[src/rtl/pattern_prog_ctrl_if.sv]
// Single-bit detector configuration bus: controller drives address/data/strobes,
// detector answers with pready.
interface pattern_prog_ctrl_if;
  logic paddr;
  logic pwdata;
  logic pwrite;
  logic penable;
  logic pready;

  modport master (
    output paddr,
    output pwdata,
    output pwrite,
    output penable,
    input  pready
  );

  modport slave (
    input  paddr,
    input  pwdata,
    input  pwrite,
    input  penable,
    output pready
  );
endinterface

[src/rtl/pattern_prog_ctrl.sv]
// Reprograms a serial pattern detector over a two-phase write bus: disarm,
// shift in the pattern MSB first, re-arm. Also counts detector matches while armed.
module pattern_prog_ctrl #(
  parameter int unsigned PAT_W = 8,
  parameter int unsigned TMO   = 16
) (
  input  logic                 clk,
  input  logic                 rst,
  input  logic                 cfg_valid,
  output logic                 cfg_ready,
  input  logic [PAT_W-1:0]     cfg_pattern,
  input  logic [3:0]           cfg_len,
  pattern_prog_ctrl_if.master  bus,
  input  logic                 pattern_det,
  output logic                 armed,
  output logic                 busy,
  output logic                 done,
  output logic                 err,
  input  logic                 cnt_clr,
  output logic [15:0]          det_count
);

  localparam int unsigned TmoW = $clog2(TMO + 1);

  typedef enum logic [1:0] {StIdle, StSetup, StAccess, StFinish} state_e;

  state_e            state_q, state_d;
  logic [PAT_W-1:0]  pat_q, pat_d;
  logic [3:0]        len_q, len_d;
  logic [4:0]        idx_q, idx_d;
  logic [TmoW-1:0]   tmo_q, tmo_d;
  logic              armed_q, armed_d;
  logic              err_q, err_d;
  logic [15:0]       cnt_q, cnt_d;

  logic len_ok;
  logic last_wr;
  logic wr_addr;
  logic wr_data;
  logic clr_cnt;

  assign len_ok  = (cfg_len != 4'd0) && (32'(cfg_len) <= PAT_W);
  // Write index: 0 = disarm, 1..len = pattern bits, len+1 = arm.
  assign last_wr = (idx_q == (5'(len_q) + 5'd1));
  assign wr_addr = (idx_q == 5'd0) || last_wr;
  // Pattern is held MSB-aligned so the next bit to send is always the top bit.
  assign wr_data = last_wr ? 1'b1 : ((idx_q == 5'd0) ? 1'b0 : pat_q[PAT_W-1]);

  always_comb begin
    state_d     = state_q;
    pat_d       = pat_q;
    len_d       = len_q;
    idx_d       = idx_q;
    tmo_d       = tmo_q;
    armed_d     = armed_q;
    err_d       = 1'b0;
    clr_cnt     = 1'b0;
    bus.paddr   = 1'b0;
    bus.pwdata  = 1'b0;
    bus.pwrite  = 1'b0;
    bus.penable = 1'b0;

    unique case (state_q)
      StIdle: begin
        if (cfg_valid) begin
          if (len_ok) begin
            pat_d   = cfg_pattern << (PAT_W - 32'(cfg_len));
            len_d   = cfg_len;
            idx_d   = 5'd0;
            armed_d = 1'b0;
            clr_cnt = 1'b1;
            state_d = StSetup;
          end else begin
            err_d = 1'b1;
          end
        end
      end
      StSetup: begin
        bus.paddr  = wr_addr;
        bus.pwdata = wr_data;
        bus.pwrite = 1'b1;
        tmo_d      = '0;
        state_d    = StAccess;
      end
      StAccess: begin
        bus.paddr   = wr_addr;
        bus.pwdata  = wr_data;
        bus.pwrite  = 1'b1;
        bus.penable = 1'b1;
        if (bus.pready) begin
          if (last_wr) begin
            armed_d = 1'b1;
            state_d = StFinish;
          end else begin
            if (idx_q != 5'd0) begin
              pat_d = pat_q << 1;
            end
            idx_d   = idx_q + 5'd1;
            state_d = StSetup;
          end
        end else if (tmo_q == TmoW'(TMO - 1)) begin
          armed_d = 1'b0;
          err_d   = 1'b1;
          state_d = StIdle;
        end else begin
          tmo_d = tmo_q + TmoW'(1);
        end
      end
      StFinish: begin
        state_d = StIdle;
      end
      default: begin
        state_d = StIdle;
      end
    endcase
  end

  // Clearing (host or new program) wins over a same-cycle match.
  always_comb begin
    cnt_d = cnt_q;
    if (cnt_clr || clr_cnt) begin
      cnt_d = 16'd0;
    end else if (armed_q && pattern_det && (cnt_q != 16'hFFFF)) begin
      cnt_d = cnt_q + 16'd1;
    end
  end

  always_ff @(posedge clk) begin
    if (rst) begin
      state_q <= StIdle;
      pat_q   <= '0;
      len_q   <= 4'd0;
      idx_q   <= 5'd0;
      tmo_q   <= '0;
      armed_q <= 1'b0;
      err_q   <= 1'b0;
      cnt_q   <= 16'd0;
    end else begin
      state_q <= state_d;
      pat_q   <= pat_d;
      len_q   <= len_d;
      idx_q   <= idx_d;
      tmo_q   <= tmo_d;
      armed_q <= armed_d;
      err_q   <= err_d;
      cnt_q   <= cnt_d;
    end
  end

  assign cfg_ready = (state_q == StIdle);
  assign busy      = (state_q != StIdle);
  assign done      = (state_q == StFinish);
  assign err       = err_q;
  assign armed     = armed_q;
  assign det_count = cnt_q;

endmodule

[src/flat_wrapper.sv]
// flat-port wrapper written by rule: the top's interface ports become plain ports
module pattern_prog_ctrl_flat 
#(
  parameter int unsigned PAT_W = 8,
  parameter int unsigned TMO   = 16
)
  (clk, rst, cfg_valid, cfg_ready, cfg_pattern, cfg_len, pattern_det, armed, busy, done, err, cnt_clr, det_count, bus_paddr, bus_pwdata, bus_pwrite, bus_penable, bus_pready);
  pattern_prog_ctrl_if bus_i ();
  input  logic clk;
  input  logic rst;
  input  logic cfg_valid;
  output logic cfg_ready;
  input  logic [PAT_W-1:0] cfg_pattern;
  input  logic [3:0] cfg_len;
  input  logic pattern_det;
  output logic armed;
  output logic busy;
  output logic done;
  output logic err;
  input  logic cnt_clr;
  output logic [15:0] det_count;
  output wire logic [$bits(bus_i.paddr)-1:0] bus_paddr;
  output wire logic [$bits(bus_i.pwdata)-1:0] bus_pwdata;
  output wire logic [$bits(bus_i.pwrite)-1:0] bus_pwrite;
  output wire logic [$bits(bus_i.penable)-1:0] bus_penable;
  input wire logic [$bits(bus_i.pready)-1:0] bus_pready;
  assign bus_paddr = bus_i.paddr;
  assign bus_pwdata = bus_i.pwdata;
  assign bus_pwrite = bus_i.pwrite;
  assign bus_penable = bus_i.penable;
  assign bus_i.pready = bus_pready;
  pattern_prog_ctrl #(.PAT_W(PAT_W), .TMO(TMO)) u_core (.clk(clk), .rst(rst), .cfg_valid(cfg_valid), .cfg_ready(cfg_ready), .cfg_pattern(cfg_pattern), .cfg_len(cfg_len), .bus(bus_i), .pattern_det(pattern_det), .armed(armed), .busy(busy), .done(done), .err(err), .cnt_clr(cnt_clr), .det_count(det_count));
endmodule
[config.mk]
export PLATFORM = sky130hd
export DESIGN_NAME = pattern_prog_ctrl_flat
export DESIGN_NICKNAME = d
export VERILOG_FILES = /design/src/rtl/pattern_prog_ctrl_if.sv /design/src/rtl/pattern_prog_ctrl.sv /design/src/flat_wrapper.sv
export SDC_FILE = /design/constraint.sdc
export NUM_CORES = 1
export LEC_CHECK = 0
export CAP_MARGIN = 40
export CORE_MARGIN = 8
export CORE_UTILIZATION = 43
export DETAILED_ROUTE_END_ITERATION = 6
export PLACE_DENSITY = 0.66
export SYNTH_ARGS = -nofsm -noshare
export SYNTH_HDL_FRONTEND = slang
export SYNTH_SLANG_ARGS = --single-unit
[constraint.sdc]
create_clock -name clk -period 2.8 [get_ports clk]
set_input_delay 0.42 -clock clk [delete_from_list [all_inputs] [get_ports clk]]
set_output_delay 0.42 -clock clk [all_outputs]
set_load 0.02 [all_outputs]
After elaboration in Yosys (flattened, before gate mapping)
Index checks and enable logic that the tools add are counted.
- register bits: 42
- input port bits: 18
- output and inout port bits: 25
- logic and storage cells: 90
- add/subtract/negate cells: 5
- magnitude comparators: 1
- eq/ne operators: 15
- shifts and indexed selects: 1
- multiplexer cells: 40
- reduce and logical (&&, ||, !) cells: 20
- operators by type and width (operator ; count):
    $mux 8 ; 5
    $shl 8x32->8 ; 1
    $mux 5 ; 6
    $pmux 5 s2 ; 2
    $mux 1 ; 18
    $add 16x1->16 const B ; 1
    $ne 16x16->1 const B ; 1
    $pmux 8 s2 ; 1
    $add 5x1->5 const B ; 2
    $mux 2 ; 5
    $ne 2x2->1 const B ; 5
    $reduce_and 5->1 ; 2
    $reduce_and 3->1 ; 3
    $pmux 2 s4 ; 1
    $ne 3x2->1 const B ; 2
    $reduce_and 6->1 ; 1
    $reduce_bool 2->1 ; 3
    $add 4x1->5 const B ; 1
    $eq 5x4->1 const B ; 1
    $eq 5x5->1 ; 1
    $logic_not 5->1 ; 1
    $reduce_bool 5->1 ; 1
    $sub 4x4->5 const A ; 1
    $eq 2x2->1 const B ; 2
    9 further kinds ; 15

Longest topological paths before layout
Gate-level depths: netlist (run 1).
- word-level depth: 7
- depth in mapped cells: 12
- mapped depth without buffers: 8

Least setup slack after synthesis (run 1)
OpenSTA, ideal clock, no wires.
- kind: in2reg
- start: input cfg_len[0]
- end: register u_core.cnt_q[1], in the netlist u_core.det_count[1]
- setup time: 64 ps
- arrival time: 2350 ps
- required time: 2736 ps
- path slack: 386 ps
- cell stages on the path: 12
- cells stage by stage: buf_2 > inv_1 > ha_1 > buf_6 > nand2b_4 > o221a_4 > and3_4 > buf_6 > or3_1 > buf_6 > buf_8 > nor2_1
- longest elaborated chain between the ends: 7
- elaborated cells between the ends (all ways): 8
- those cells by class: order compare (1); mux (3); reduce/logical (4)
- ends and longest elaborated chain (element ; RTL line ; source):
    start, declared ; flat_wrapper.sv:14 ; input logic [3:0] cfg_len;
    $le 4x4->1 / $reduce_bool 4->1 (equally long branches) ; pattern_prog_ctrl.sv:42 ; assign len_ok = (cfg_len != 4'd0) && (32'(cfg_len) <= PAT_W);
    $logic_and 1x1->1 (*) ; pattern_prog_ctrl.sv:42 ;
    $mux 1 (*) ; pattern_prog_ctrl.sv:66 ; if (len_ok) begin
    $mux 1 (*) ; pattern_prog_ctrl.sv:65 ; if (cfg_valid) begin
    $mux 1 (*) ; pattern_prog_ctrl.sv:63 ; unique case (state_q)
    $logic_or 1x1->1 (*) ; pattern_prog_ctrl.sv:121 ; if (cnt_clr || clr_cnt) begin
    $reduce_or 2->1 (no source line) (*) ; n/a ;
    end signal, assigned ; pattern_prog_ctrl.sv:146 ; cnt_q <= cnt_d;
    end, declared ; pattern_prog_ctrl.sv:34 ; logic [15:0] cnt_q, cnt_d;
Every way passes the cells marked *; elsewhere a longest branch is shown, timed or not.
A chain may end at the register's enable or synchronous reset.

Final worst setup path (run 1)
- start: register u_core.len_q[0]
- end: output bus_paddr
- longest elaborated chain between the ends: 4
- ends and longest elaborated chain (element ; RTL line ; source):
    start, declared ; pattern_prog_ctrl.sv:29 ; logic [3:0] len_q, len_d;
    start signal, assigned ; pattern_prog_ctrl.sv:141 ; len_q <= len_d;
    $add 4x1->5 ; pattern_prog_ctrl.sv:44 ; assign last_wr = (idx_q == (5'(len_q) + 5'd1));
    $eq 5x5->1 ; pattern_prog_ctrl.sv:44 ;
    $logic_or 1x1->1 ; pattern_prog_ctrl.sv:45 ; assign wr_addr = (idx_q == 5'd0) || last_wr;
    $mux 1 ; pattern_prog_ctrl.sv:63 ;
    end, declared ; flat_wrapper.sv:22 ; output wire logic [$bits(bus_i.paddr)-1:0] bus_paddr;
No other way between the ends.

==> results of run 1 <==
## sequential cells by signal, indices dropped and copies added (netlist names)
| signal | cells |
|---|---|
| u_core.len_q | 4 |
| u_core.tmo_q | 5 |
| u_core.pat_q | 8 |
| u_core.err | 1 |
| u_core.armed | 1 |
| u_core.state_q | 2 |
| u_core.det_count | 16 |
| u_core.idx_q | 5 |
## path summary, 6_finish.rpt
kind	startpoint	end	slack, ns	depth (start not counted)
hold reg to reg	u_core.pat_q[2]	u_core.pat_q[2]	0.46	2
hold / removal	u_core.pat_q[2]	u_core.pat_q[2]	0.46	2
setup reg to reg	u_core.state_q[0]	u_core.pat_q[3]	0.53	9
setup / recovery	u_core.len_q[0]	bus_paddr	0.19	6
## cell usage in the layout, fill, tap and decap left out, types with 3 or more instances in the layout
cell             count
a31oi_1              4
mux2i_1             12
o31ai_1              3
nor3_1               6
xor2_1               7
nand2_1             16
nand3b_1             3
a211oi_1            15
a21oi_1             18
and3_1               6
clkbuf_8             5
xnor2_1             14
nor2_1              34
a221oi_1             3
or2_2                3
or3_1                9
ha_1                11
a2111oi_0            5
a21o_1               3
clkdlybuf4s50_1     40
inv_1               23
nor4b_1              3
dfxtp_1             42
nand3_1             10
nand2b_1             3
buf_4               19
nand4_1              5
nor2b_1              7
o211ai_1             7
o21ai_0             11
nor3b_1              5
## cell type report
type,count,share of cell area
inverter,23,0.0250
sequential,42,0.243
timing repair buffer,61,0.162
multi-input combinational,256,0.520
tap,77,0.0279
clock buffer,7,0.0221
## metal layers
metal	routed length, microns	share of wire	GRT usage	up-vias
met5	0	0	0	-
met4	51	0.0074	0.0367	0
met3	402	0.058	0.0377	5
met2	3120	0.45	0.227	65
met1	3310	0.48	0.192	1253
li1	-	-	-	1338
## critical path: cells and delay by family (launching register included)
kind,cells,cell delay (ns)
flops,1,0.35
compound gates,3,0.83
simple gates,1,0.15
fa+ha+maj,1,0.25
buf+inv,1,0.32
## report_power, final
group,leakage (nW),internal [W],switching [W]
registers,0.341,0.000675,0.0000540
logic,0.862,0.000426,0.000573
clock network,0.0383,0.000172,0.000187
## metrics by stage
| step | power, W | util | instances | setup WS (ns) |
|---|---|---|---|---|
| 2_1_floorplan | 0.00140 | - | 339 | 0.386 |
| 3_3_place_gp | 0.00174 | 0.532 | 459 | 0.108 |
| 3_5_place_dp | 0.00174 | 0.532 | 459 | 0.119 |
| 4_1_cts | 0.00210 | 0.545 | 466 | 0.185 |
| 5_1_grt | 0.00223 | 0.545 | 466 | 0.00548 |
| 6_report | 0.00209 | 0.545 | 466 | 0.189 |
## kinds of logic after synthesis
logic type | Yosys count | synth area share
multiplexers | 16 | 0.0676
adder cells (fa/ha/maj) | 11 | 0.0486
XOR/XNOR | 21 | 0.0649
flip-flops | 42 | 0.297
buffers and inverters | 41 | 0.0706
AO/OA/AOI/OAI | 85 | 0.213
AND/OR/NAND/NOR | 123 | 0.238
## what timing repair did
action / CTS / global route
buffers inserted: 0 / 0
resized for setup: 3 / 0
setup endpoints to repair: 2 / 0
==> flow_metrics.py, run 1 <==
metrics = {
    "route": {
        "totalWireLength_microns": 6890,
        "vias": 2661,
        "drt_iter0_markers": 101,
        "drc": 0,
        "vias_per_cell": 5.71,
        "drtPass1Iterations": 4,
        "wl_per_cell_microns": 14.8,
        "antenna_left": 0,
    },
    "timing": {
        "post-route-min-period_ns": 2.61,
        "rsz0062_at_grt": "no",
        "hold_viol_final": 0,
        "tightest_slew_ns": 0.607,
        "fin_crit_sh": 0.932,
        "hold_ws_ns": 0.462,
        "drv_slew": 0,
        "max_freq_mhz": 383,
        "finalSetupTns_ns": 0,
        "slew_headroom": 0.591,
        "setup_viol": 0,
        "finClkSkew_ns": 0.00763,
    },
    "synthesis": {
        "synthTopCellsByCount": "42 x dfxtp_1, 34 x nor2_1, 23 x inv_1, 18 x a21oi_1",
        "async_flop_share": 0,
        "ys_seq_area_frac": 0.297,
        "ys_ff_latch": 42,
        "ys.flop_type": "dfxtp_1",
        "synthTopCellsByArea": "dfxtp_1 30%, ha_1 4.9%, nor2_1 4.5%",
        "syn_inst": 339,
        "yosysTopAreaCellShare": 0.297,
        "synthesis.nets": 368,
        "yosysWarnings": 0,
        "synth_area_sq_um": 2830,
        "avgSynthCellArea_sq_um": 8.36,
        "yosys.area.top_type": "dfxtp_1",
        "synthMostInstantiatedCell": "dfxtp_1",
        "yosysUniqueCellTypes": 57,
        "synth_edf_count": 0,
    },
    "floorplanning": {
        "core-area_sq_um": 6350,
        "ioPinCount": 43,
        "die_x_microns": 97.2,
        "initial_core_util": 0.446,
        "die-area_sq_um": 9440,
        "fp.dieH_microns": 97.2,
        "rows": 29,
    },
    "cells_and_area": {
        "seqCellArea_sq_um": 841,
        "antenna_cells": 0,
        "final.fill_count": 614,
        "layout-drive-gt1-share": 0.0977,
        "syn_to_final_growth_pct": 22.0,
        "multi_input_area_sq_um": 1800,
        "postLayoutCellArea_sq_um": 3460,
        "num-nets-final": 418,
    },
    "clocking": {
        "cts_buffer_depth": 2,
        "numCtsBuffers": 5,
        "cts.sinks": 42,
        "clk_pin_slew_ns": 0.08,
        "clockRootBuffer": "clkbuf_8",
        "insertion_delay_ns": 0.29,
        "htree_levels": 2,
        "cts_hold_buf": 0,
        "cts_tree": "yes",
    },
    "setup_path": {
        "worst_path_max_delay_cell": "o21ai_0",
        "crit_type": "flop to output port",
        "path_max_fanout": 4,
        "crit_path_cell_trace": "ha_1 > nor3b_1 > o21ai_0 > a211oi_2 > o21a_1 > dlygate4sd2_1",
        "cp-start-kind": "flop",
        "cp_slowest_stage_delay_ns": 0.44,
        "cp-end-kind": "output port",
        "crit_arrival_ns": 2.19,
        "worst_ep_required_time_ns": 2.38,
    },
    "global_routing": {
        "antenna_found_initial": 0,
        "grt_start_max_net_pins": 23,
        "grt_pass1_wl_microns": 11800,
        "grt_usage": 0.145,
        "grt_overflow": 0,
        "grt_pass1_vias": 2485,
    },
    "pwr": {
        "ir_worst_vdd_mv": 0.484,
        "power.leakage_nw": 1.24,
        "power_density_nw_per_um2": 603,
    },
    "place": {
        "dp_hpwl_microns": 5440,
        "io_buffers": 42,
        "gp_congestion": 0.866,
        "dpl_cell_area_sq_um": 3380,
    },
    "outcome": {
        "status": "complete, no violations",
    },
    "run": {
        "maxCapViolCount": 0,
    },
    "worst_hold_path": {
        "hold_path.class": "flop to flop",
    },
}
No activity file was read; power rests on OpenSTA's default activity.
==> run 2: changes to the inputs <==
--- a/config.mk
+++ b/config.mk
@@ -6,7 +6,6 @@
 export NUM_CORES = 1
 export LEC_CHECK = 0
 export CAP_MARGIN = 40
-export CORE_MARGIN = 8
 export CORE_UTILIZATION = 43
 export DETAILED_ROUTE_END_ITERATION = 6
 export PLACE_DENSITY = 0.66
==> run 2 against run 1 <==
Effect of this change:
- non-clock buffer count is 1 higher
- setup slack worse by 0.040 ns
- flip-flop and latch count stayed put
- die area is 27% lower
- global-route usage is 5.8 points higher
- routed wire length hardly changed
- sequential power hardly changed
==> flow_metrics.py, run 2 (synthesized netlist as in run 1, its figures left out) <==
metrics = {
    "pwr": {
        "power_frac_clock": 0.215,
        "power_density_nw_per_um2": 637,
        "ir_worst_vdd_mv": 0.619,
        "power.leakage_nw": 1.26,
        "p_int_w": 0.00138,
        "switchingPower_w": 0.000848,
        "p_seq_frac": 0.328,
        "sw_frac_of_total": 0.381,
        "p_comb_frac": 0.457,
    },
    "clocking": {
        "clockRootBuffer": "clkbuf_8",
        "cts_tree": "yes",
        "cts_resized": 3,
        "htree_levels": 2,
        "clk_pin_slew_ns": 0.08,
        "cts.sinks": 42,
        "cts_hold_buf": 0,
        "numCtsBuffers": 5,
        "insertion_delay_ns": 0.29,
        "cts_buffer_depth": 2,
        "postCtsSetupRepairBufs": 0,
    },
    "cells_and_area": {
        "final_util": 0.550,
        "syn_to_final_growth_pct": 23.2,
        "antenna_cells": 0,
        "final_cell_mix": "42 x dfxtp_1, 40 x clkdlybuf4s50_1, 34 x nor2_1",
        "multi_input_area_sq_um": 1790,
        "seqCellArea_sq_um": 841,
        "final.fill_count": 604,
        "final_common_cell": "dfxtp_1",
        "num-nets-final": 419,
        "postLayoutCellArea_sq_um": 3490,
        "layout-drive-gt1-share": 0.0997,
        "largest_reg_flops": 16,
    },
    "setup_path": {
        "crit_path_cell_trace": "ha_1 > and4b_1 > a22oi_1 > a211oi_1 > buf_4 > o21a_1 > dlygate4sd2_1",
        "cp_slowest_stage_delay_ns": 0.36,
        "path_max_fanout": 4,
        "cp_num_buf_inv": 2,
        "crit_arrival_ns": 2.23,
        "worst_ep_required_time_ns": 2.38,
        "cp-end-kind": "output port",
        "cp-start-kind": "flop",
        "worst_path_max_delay_cell": "dfxtp_1",
        "crit_type": "flop to output port",
        "crit_family": "compound AO/OA/AOI/OAI gates",
    },
    "timing": {
        "fin_crit_sh": 0.947,
        "setup_viol": 0,
        "max_freq_mhz": 377,
        "post-route-min-period_ns": 2.65,
        "finClkSkew_ns": 0.0102,
        "finalSetupTns_ns": 0,
        "hold_viol_final": 0,
        "tightest_slew_ns": 0.590,
        "rsz0062_at_grt": "no",
        "slew_headroom": 0.604,
        "hold_ws_ns": 0.464,
        "drv_slew": 0,
    },
    "route": {
        "antenna_left": 0,
        "totalWireLength_microns": 6880,
        "vias": 2657,
        "drc": 0,
        "wl_per_cell_microns": 14.7,
        "vias_per_cell": 5.68,
        "drt_iter0_markers": 101,
        "drtPass1Iterations": 4,
    },
    "run": {
        "maxCapViolCount": 0,
    },
    "floorplanning": {
        "fp.dieH_microns": 83.2,
        "die_x_microns": 83.2,
        "ioPinCount": 43,
        "core-area_sq_um": 6350,
        "initial_core_util": 0.446,
        "die-area_sq_um": 6920,
        "rows": 29,
    },
    "place": {
        "gp_congestion": 0.853,
        "dpl_cell_area_sq_um": 3390,
        "dp_hpwl_microns": 5200,
        "io_buffers": 42,
    },
    "global_routing": {
        "grt_pass1_vias": 2518,
        "antenna_found_initial": 0,
        "grt_usage": 0.204,
        "grt_pass1_wl_microns": 11700,
        "grt_start_max_net_pins": 26,
        "grt_overflow": 0,
    },
    "worst_hold_path": {
        "hold_path.class": "flop to flop",
    },
    "outcome": {
        "status": "complete, no violations",
    },
}
## run 2: cell types whose count changed in the layout (fill, tap and decap cells not counted)
cell	change
o21ai_0	-1
o21ai_1	+1
a211oi_1	+1
a211oi_2	-1
bufinv_16	+1
buf_4	+1
## run 2: per-layer routing
metal	track usage	routed length (microns)
met1	0.270	3290
met2	0.337	3270
met3	0.0388	240
met4	0.0580	85
met5	0	0
## run 2: through the flow
stage,instances,total power (W),worst slack (ns)
floorplan,339,0.00140,0.386
global placement,460,0.00174,0.0945
detailed placement,460,0.00174,0.0332
CTS,468,0.00222,0.149
global route,468,0.00236,0.0325
finish,468,0.00222,0.149
## run 2: final cells by class
cell class	instances	area share
Clock inverter	1	0.00860
Sequential cell	42	0.241
Multi-Input combinational cell	256	0.514
Inverter	23	0.0247
Tap cell	77	0.0276
Timing Repair Buffer	62	0.163
Clock buffer	7	0.0219
## run 2: power by group through the flow
stage	sequential, W	combinational [W]	clock [W]
detailed placement	0.000741	0.00100	0
finish	0.000729	0.00102	0.000478
global placement	0.000739	0.000996	0
CTS	0.000728	0.00101	0.000484
global route	0.000740	0.00111	0.000510
floorplan	0.000730	0.000670	0
## run 2: final timing paths
check / end / from / depth (start not counted) / slack, ns
worst max-delay path: bus_paddr / u_core.len_q[0] / 7 / 0.15
worst min-delay path: u_core.pat_q[6] / u_core.pat_q[6] / 2 / 0.46
worst max register to register: u_core.pat_q[5] / u_core.len_q[0] / 8 / 0.44
worst min register to register: u_core.pat_q[6] / u_core.pat_q[6] / 2 / 0.46
## run 2: tightest hold or removal path, cell delays in order, from the launching register on
cell and delay (ns):
dfxtp_1 0.32, inv_1 0.05, a211oi_1 0.05
